--- config.mk ---
export PLATFORM = sky130hd
export DESIGN_NAME = mux_scan_ctrl
export DESIGN_NICKNAME = d
export VERILOG_FILES = /design/src/rtl/mux_scan_pkg.sv /design/src/rtl/mux_scan_next_ch.sv /design/src/rtl/mux_scan_ctrl.sv
export SDC_FILE = /design/constraint.sdc
export NUM_CORES = 1
export LEC_CHECK = 0
export BUFFER_PORTS_ARGS = -buffer_cell sky130_fd_sc_hd__clkbuf_2
export CAP_MARGIN = 10
export CORE_MARGIN = 2
export CORE_UTILIZATION = 48
export CTS_CLUSTER_DIAMETER = 150
export DETAILED_ROUTE_END_ITERATION = 6
export PLACE_DENSITY = 0.71
export RECOVER_POWER = 25
export SETUP_SLACK_MARGIN = 0.5
export SYNTH_ARGS = -nofsm -noshare
export SYNTH_HDL_FRONTEND = slang
export SYNTH_SLANG_ARGS = --single-unit
export TNS_END_PERCENT = 5
--- constraint.sdc ---
create_clock -name clk -period 2.1 [get_ports clk]
set_clock_uncertainty 0.15 [all_clocks]
set_input_delay 0.42 -clock clk [delete_from_list [all_inputs] [get_ports clk]]
set_output_delay 0.42 -clock clk [all_outputs]
set_load 0.005 [all_outputs]
--- src/rtl/mux_scan_pkg.sv ---
// mux_scan_pkg
//   Shared definitions for the 4:1 mux scan controller: channel count,
//   select width and the controller state encoding.
package mux_scan_pkg;

  localparam int NUM_CH = 4;
  localparam int SEL_W  = 2;

  typedef enum logic [1:0] {
    IDLE = 2'd0,
    SCAN = 2'd1,
    DONE = 2'd2
  } state_e;

endpackage

--- src/rtl/mux_scan_next_ch.sv ---
// mux_scan_next_ch
//   Combinational search for the next enabled channel.
//   Ports:
//     mask_i        channel enable mask
//     cur_i         current channel index
//     from_lowest_i 1: return the lowest enabled channel (ignore cur_i)
//                   0: return the lowest enabled channel strictly above cur_i
//     nxt_o         index found (0 when nothing is found)
//     found_o       1 when an enabled channel satisfies the search
module mux_scan_next_ch
  import mux_scan_pkg::*;
(
  input  logic [NUM_CH-1:0] mask_i,
  input  logic [SEL_W-1:0]  cur_i,
  input  logic              from_lowest_i,
  output logic [SEL_W-1:0]  nxt_o,
  output logic              found_o
);

  logic [NUM_CH-1:0] cand;

  generate
    for (genvar gi = 0; gi < NUM_CH; gi++) begin : g_cand
      assign cand[gi] = mask_i[gi] & (from_lowest_i | (cur_i < SEL_W'(gi)));
    end
  endgenerate

  // Walk from the top down so the lowest candidate is the last one written.
  always_comb begin
    nxt_o   = '0;
    found_o = 1'b0;
    for (int i = NUM_CH - 1; i >= 0; i--) begin
      if (cand[i]) begin
        nxt_o   = SEL_W'(i);
        found_o = 1'b1;
      end
    end
  end

endmodule

--- src/rtl/mux_scan_ctrl.sv ---
// mux_scan_ctrl
//   Sequential select generator and result capture for a 4:1 mux.
//   On start it steps {S1,S0} through the enabled channels in ascending
//   order, holds each for DWELL cycles, captures Y at the end of each dwell
//   into sample[channel], then pulses done for one cycle.
//   Ports:
//     clk     rising-edge clock
//     rst_n   asynchronous active-low reset
//     start   scan request, sampled only while idle
//     ch_en   channel enable mask, latched when start is accepted
//     Y       mux output fed back
//     S1,S0   mux select lines
//     busy    high while scanning
//     done    one-cycle completion pulse
//     sample  per-channel captured Y values
module mux_scan_ctrl
  import mux_scan_pkg::*;
#(
  parameter int DWELL = 4
) (
  input  logic              clk,
  input  logic              rst_n,
  input  logic              start,
  input  logic [NUM_CH-1:0] ch_en,
  input  logic              Y,
  output logic              S1,
  output logic              S0,
  output logic              busy,
  output logic              done,
  output logic [NUM_CH-1:0] sample
);

  localparam int CW = (DWELL > 1) ? $clog2(DWELL) : 1;
  localparam logic [CW-1:0] CNT_LAST = CW'(DWELL - 1);

  state_e            state_q,  state_d;
  logic [CW-1:0]     cnt_q,    cnt_d;
  logic [NUM_CH-1:0] mask_q,   mask_d;
  logic [SEL_W-1:0]  sel_q,    sel_d;
  logic [NUM_CH-1:0] sample_q, sample_d;
  logic              busy_q,   busy_d;
  logic              done_q,   done_d;

  logic [SEL_W-1:0]  first_ch;
  logic              first_found;
  logic [SEL_W-1:0]  next_ch;
  logic              next_found;

  // First channel comes straight from the incoming mask so it can be driven
  // on the accepting edge.
  mux_scan_next_ch u_first (
    .mask_i        (ch_en),
    .cur_i         ('0),
    .from_lowest_i (1'b1),
    .nxt_o         (first_ch),
    .found_o       (first_found)
  );

  mux_scan_next_ch u_next (
    .mask_i        (mask_q),
    .cur_i         (sel_q),
    .from_lowest_i (1'b0),
    .nxt_o         (next_ch),
    .found_o       (next_found)
  );

  always_comb begin
    state_d  = state_q;
    cnt_d    = cnt_q;
    mask_d   = mask_q;
    sel_d    = sel_q;
    sample_d = sample_q;

    case (state_q)
      IDLE: begin
        if (start) begin
          sample_d = '0;
          if (first_found) begin
            mask_d  = ch_en;
            sel_d   = first_ch;
            cnt_d   = '0;
            state_d = SCAN;
          end else begin
            // Empty mask: complete immediately, select lines untouched.
            state_d = DONE;
          end
        end
      end
      SCAN: begin
        if (cnt_q == CNT_LAST) begin
          sample_d[sel_q] = Y;
          cnt_d           = '0;
          if (next_found) begin
            sel_d = next_ch;
          end else begin
            state_d = DONE;
          end
        end else begin
          cnt_d = cnt_q + 1'b1;
        end
      end
      DONE: begin
        state_d = IDLE;
      end
      default: begin
        state_d = IDLE;
      end
    endcase

    // Status outputs are registered copies of the next state.
    busy_d = (state_d == SCAN);
    done_d = (state_d == DONE);
  end

  always_ff @(posedge clk or negedge rst_n) begin
    if (!rst_n) begin
      state_q  <= IDLE;
      cnt_q    <= '0;
      mask_q   <= '0;
      sel_q    <= '0;
      sample_q <= '0;
      busy_q   <= 1'b0;
      done_q   <= 1'b0;
    end else begin
      state_q  <= state_d;
      cnt_q    <= cnt_d;
      mask_q   <= mask_d;
      sel_q    <= sel_d;
      sample_q <= sample_d;
      busy_q   <= busy_d;
      done_q   <= done_d;
    end
  end

  assign S1     = sel_q[1];
  assign S0     = sel_q[0];
  assign busy   = busy_q;
  assign done   = done_q;
  assign sample = sample_q;

endmodule

[After elaboration in Yosys (flattened, before gate mapping)]
Index checks and enable logic that the tools add are counted.
Word-level totals
  output and inout bits: 8
  register bits: 16
  bits of input ports: 8
  word-level logic and storage cells: 69
Operators by class
  equal/unequal tests: 8
  multiplexer cells: 36
  bitwise gates (word level): 4
  reduce and logical (&&, ||, !) cells: 7
  magnitude comparators: 6
  add/sub/neg operators: 1
Operators with widths (number)
  2-to-1 mux 2 bit: 19
  one-hot mux 2 bit (2 select lines): 3
  2-to-1 mux 1 bit: 9
  AND reduction 3 bit: 3
  2-to-1 mux 4 bit: 2
  inequality test 2 bit, second input constant: 4
  one-hot mux 4 bit (2 select lines): 1
  AND reduction 5 bit: 1
  bitwise AND 1 bit: 4
  bitwise mux 4 bit: 1
  == test 2 x 1 -> 1 bit, second input constant: 2
  == test 2 bit, second input constant: 2
  < comparator 2 x 1 -> 1 bit, second input constant: 2
  < comparator 2 bit, second input constant: 2
  < comparator 2 x 3 -> 1 bit, second input constant: 1
  adder 2 x 1 -> 2 bit, second input constant: 1
  demux 1 bit (select 2 bit): 1
  greater-or-equal comparator 2 x 1 -> 1 bit, second input constant: 1
  zero test 2 bit: 1
  nonzero test 2 bit: 1
  logical AND 1 bit: 1

[Depth between registers and ports, before layout]
  depth in word-level cells: 10
  depth in mapped cells: 5
  depth with buffers taken out: 4

[By module]
From an unflattened synthesis, not the netlist that was laid out.
Second synthesis, totals
  cell total of the unflattened synthesis: 102
  area total of the unflattened synthesis: 973.4 um^2
Modules (own cells, without submodules)
  mux_scan_ctrl: area each 798.3 um^2, times used 1, cells each 72, seq. area each 400.4 um^2
  mux_scan_next_ch: area each 87.6 um^2, times used 2, cells each 15, seq. area each 0.0 um^2

[Least setup slack after synthesis]
OpenSTA, ideal clock, no wires.
  path kind: register -> register
  start: register state_q[0]
  end: register mask_q[1]
  slack: 523 ps
  arrival time: 1300 ps
  buffers on the path: 0
  cell stages (with the launch flop): 4
  path through: dfrtp_1 > or3b_4 > nor2_1 > mux2_1
On the way
  word-level cells in the longest chain between the ends: 2
RTL lines
  start: declaration: RTL line mux_scan_ctrl.sv:36  | state_e state_q, state_d;
  start signal: assignment: RTL line mux_scan_ctrl.sv:125  | state_q <= state_d;
  zero test 2 bit: RTL line mux_scan_ctrl.sv:74  | case (state_q)
  AND reduction 3 bit (no source line)
  end signal: assignment: RTL line mux_scan_ctrl.sv:127  | mask_q <= mask_d;
  end: declaration: RTL line mux_scan_ctrl.sv:38  | logic [NUM_CH-1:0] mask_q, mask_d;
No other way between the ends.
A chain may end at the register's enable or synchronous reset.

[Worst setup path after layout]
  start: register state_q[1]
  end: register mask_q[1]
The elaborated chain is that of the path after synthesis.

==> flow_metrics.tcl <==
set metrics [dict create \
    synthesis.nets 84 \
    regToRegStartpoint "state_q[1]$_DFF_PN0_" \
    fin_area_um2 956 \
    yosys.area_share.simple 0.148 \
    status "completed" \
    synth_xor_xnor_area_share 0 \
    synth-seq-area-share 0.467 \
    synth_edf_count 0 \
    clock_sinks 15 \
    dieArea_um2 2020 \
    maxSlewViolCount 0 \
    route.met2.wl_um 852 \
    synth-main-ff-cell "dfrtp_1" \
    antenna_found_initial 0 \
    synth_mux_area_frac 0.0404 \
    clock_latency_ns 0.29 \
    drtAntennaViolNets 0 \
    io_buffers 15 \
    post-place-ws_ns 0.393 \
    ys_types 32 \
    r2r_cells 3 \
    antenna_cells 0 \
    num_rows 14 \
    drcViolationCount 0 \
    cp_top_family "simple AND/OR/NAND/NOR gates" \
    synth_top_family_by_area "compound AO/OA/AOI/OAI gates" \
    min_period_ns 1.61 \
    worst-path-buf-inv 0 \
    synth_compound_gate_area_share 0.305 \
    drv_cap 0 \
    synth_seq_cells 15 \
    cts_buffer_depth 2 \
    leakagePower_uw 0.000412 \
    cp_num_cells 3 \
    postPlaceCellArea_um2 898 \
    grt_max_degree 16 \
    first_pass_iters 4 \
    arrival_ns 1.62 \
    ios 16 \
    die_h_um 44.9 \
    cts_root_buf "clkbuf_4" \
    die-width_um 44.9 \
    path_cells "or3b_4 > nor2_2 > mux2_1" \
    synthArstFlopShare 1.00 \
    numCtsBuffers 3 \
    grt_pass1_vias 656 \
    routed_wl_mm 1.75 \
    worstHoldPathType "primary input to register" \
    cts.clk_slew.worst_paths_ns 0.09 \
    hold_start "Y" \
    areaGrowthSynthToFinish_pct 18.8 \
    hold_depth 3 \
    worst_setup_path_end_kind "register" \
    slowest_stage "dfrtp_2" \
    crit_required_ns 2.12 \
    wl_per_cell_um 15.8 \
    dr_wl_met3_um 49 \
    syn_area_um2 805 \
    wirelength_met1_um 815 \
    start_kind "register" \
    track_usage 0.196 \
    cp_max_fo 5 \
    cts_tree "done" \
    htree_num_levels 1 \
    grt_overflow 0 \
    path_class "register to register" \
    syn_avg_cell_area_um2 10.7 \
    ys.warnings.count 0 \
    finalHoldViolCount 0 \
    fin_setup_tns_ns 0 \
    gp_congestion 0.832 \
    fin_crit_sh 0.765 \
    slew_headroom 0.493 \
    start_util 0.522 \
    core-area_um2 1540 \
    dpl.hpwl_mm 1.24 \
    vias_per_cell 6.04 \
    drive_above_1_share 0.295 \
    routed.top_layer "met4" \
    fin_nets 105 \
    cpPeakStageDelay_ns 0.45 \
    ir_worst_vdd_v 0.00101 \
    setup_viol 0 \
    syn_inst 75 \
    synth-adder-area-share 0.0156 \
    final.setup.worst_slack_ns 0.494 \
    worstSetupStartpoint "state_q[1]$_DFF_PN0_" \
    grt_pass1_wl_mm 2.84 \
    power_density_nw_per_um2 1460 \
    fmaxAchievable_mhz 623 \
    rsz0062_at_grt "true" \
    vias 670 \
    tightest_slew_ns 0.761 \
    first_iter_violations 10 \
]
cell usage after synthesis (all sizes together) (2+ instances only):
library cell,count,area share
nand2,5,0.023
o21ai,11,0.068
mux2,2,0.028
nand2b,2,0.016
o31ai,5,0.047
dfrtp,15,0.47
a41oi,2,0.022
a21oi,6,0.037
inv,3,0.014
nor2,3,0.014
report_power, final:
| group | internal [uW] | total [uW] | switching (uW) |
|---|---|---|---|
| registers | 420 | 550 | 130 |
| logic | 314 | 679 | 366 |
| clock network | 73.9 | 164 | 90.3 |
| total | 808 | 1390 | 586 |
placed cells by master (no fill, tap or decap), drive strengths merged:
| cell | instances |
|---|---|
| o221ai | 1 |
| and2b | 1 |
| a32oi | 1 |
| dfrtp | 15 |
| a21oi | 6 |
| nor2 | 3 |
| mux2 | 2 |
| nand2 | 5 |
| nor3b | 1 |
| ha | 1 |
| o31ai | 5 |
| nor3 | 1 |
| buf | 2 |
| nor4 | 1 |
| dlygate4sd3 | 1 |
| inv | 3 |
| nand3b | 1 |
| mux2i | 1 |
| or3b | 1 |
| a41oi | 2 |
| nand2b | 2 |
| a32o | 1 |
| clkbuf | 19 |
| o211ai | 1 |
| nand4b | 1 |
| o21a | 1 |
| o41a | 1 |
| o2bb2ai | 1 |
| o21bai | 1 |
| o21ai | 11 |
| a22o | 1 |
| a21o | 1 |
cell type report:
class	instances	area, um^2
Tap cell	16	20.0
Multi-Input combinational cell	55	422
Timing Repair Buffer	18	98.8
Inverter	3	11.3
Sequential cell	15	378
Fill cell	141	586
Clock buffer	4	26.3
cells by family after synthesis:
kind of cell	after synthesis
DFF	15
and+or+nand+nor	17
AOI/OAI and AO/OA	34
muxes	3
adders and majority gates	1
buffers and inverters	5
layer usage:
layer,track usage,vias up
met4,0.0882,0
met2,0.311,10
met5,0,-
met1,0.252,323
li1,-,332
met3,0.0480,5
final timing paths:
| kind | slack (ns) | endpoint |
|---|---|---|
| worst max-delay path | 0.49 | mask_q[1]$_DFFE_PN0P_ |
| worst min-delay path | 0.25 | sample[0]$_DFFE_PN0P_ |
| worst max register to register | 0.49 | mask_q[1]$_DFFE_PN0P_ |
| worst min register to register | 0.34 | cnt_q[0]$_DFFE_PN0P_ |
| max in group asynchronous | 0.72 | state_q[0]$_DFF_PN0_ |
| min in group asynchronous | 0.56 | sample[1]$_DFFE_PN0P_ |
stage by stage:
| stage | std cells | hold slack (ns) | total power (uW) | util |
|---|---|---|---|---|
| final | 111 | 0.255 | 1390 | 0.620 |
| after global routing | 111 | 0.271 | 1500 | 0.620 |
| after CTS | 111 | 0.252 | 1380 | 0.614 |
| after detailed placement | 105 | 0.198 | 1190 | 0.583 |
| after global placement | 105 | 0.191 | 1180 | 0.583 |
| after floorplan | 75 | -0.0256 | 998 | - |
sequential cells by signal (all words and copies together) (netlist names):
name     cells
cnt_q        2
done         1
sample       4
mask_q       3
sel_q        2
busy         1
state_q      2
worst reg2reg max path: cells and delay by family, from the launching register on:
family	cells	cell delay, ns
flip-flops	1	0.45
multiplexers	1	0.34
AND/OR/NAND/NOR	2	0.55
timing repair:
| action | 4_1_cts | 5_1_grt |
|---|---|---|
| gates resized for setup | 2 | 3 |
| setup buffers | 1 | 0 |
| hold buffers | 1 | 0 |
| cloned | 0 | 0 |
| setup endpoints to repair | 3 | 7 |
| pin swaps | 2 | 0 |
| endpoints found under the hold margin | 15 | 0 |
(Power assumes the default switching activity.)
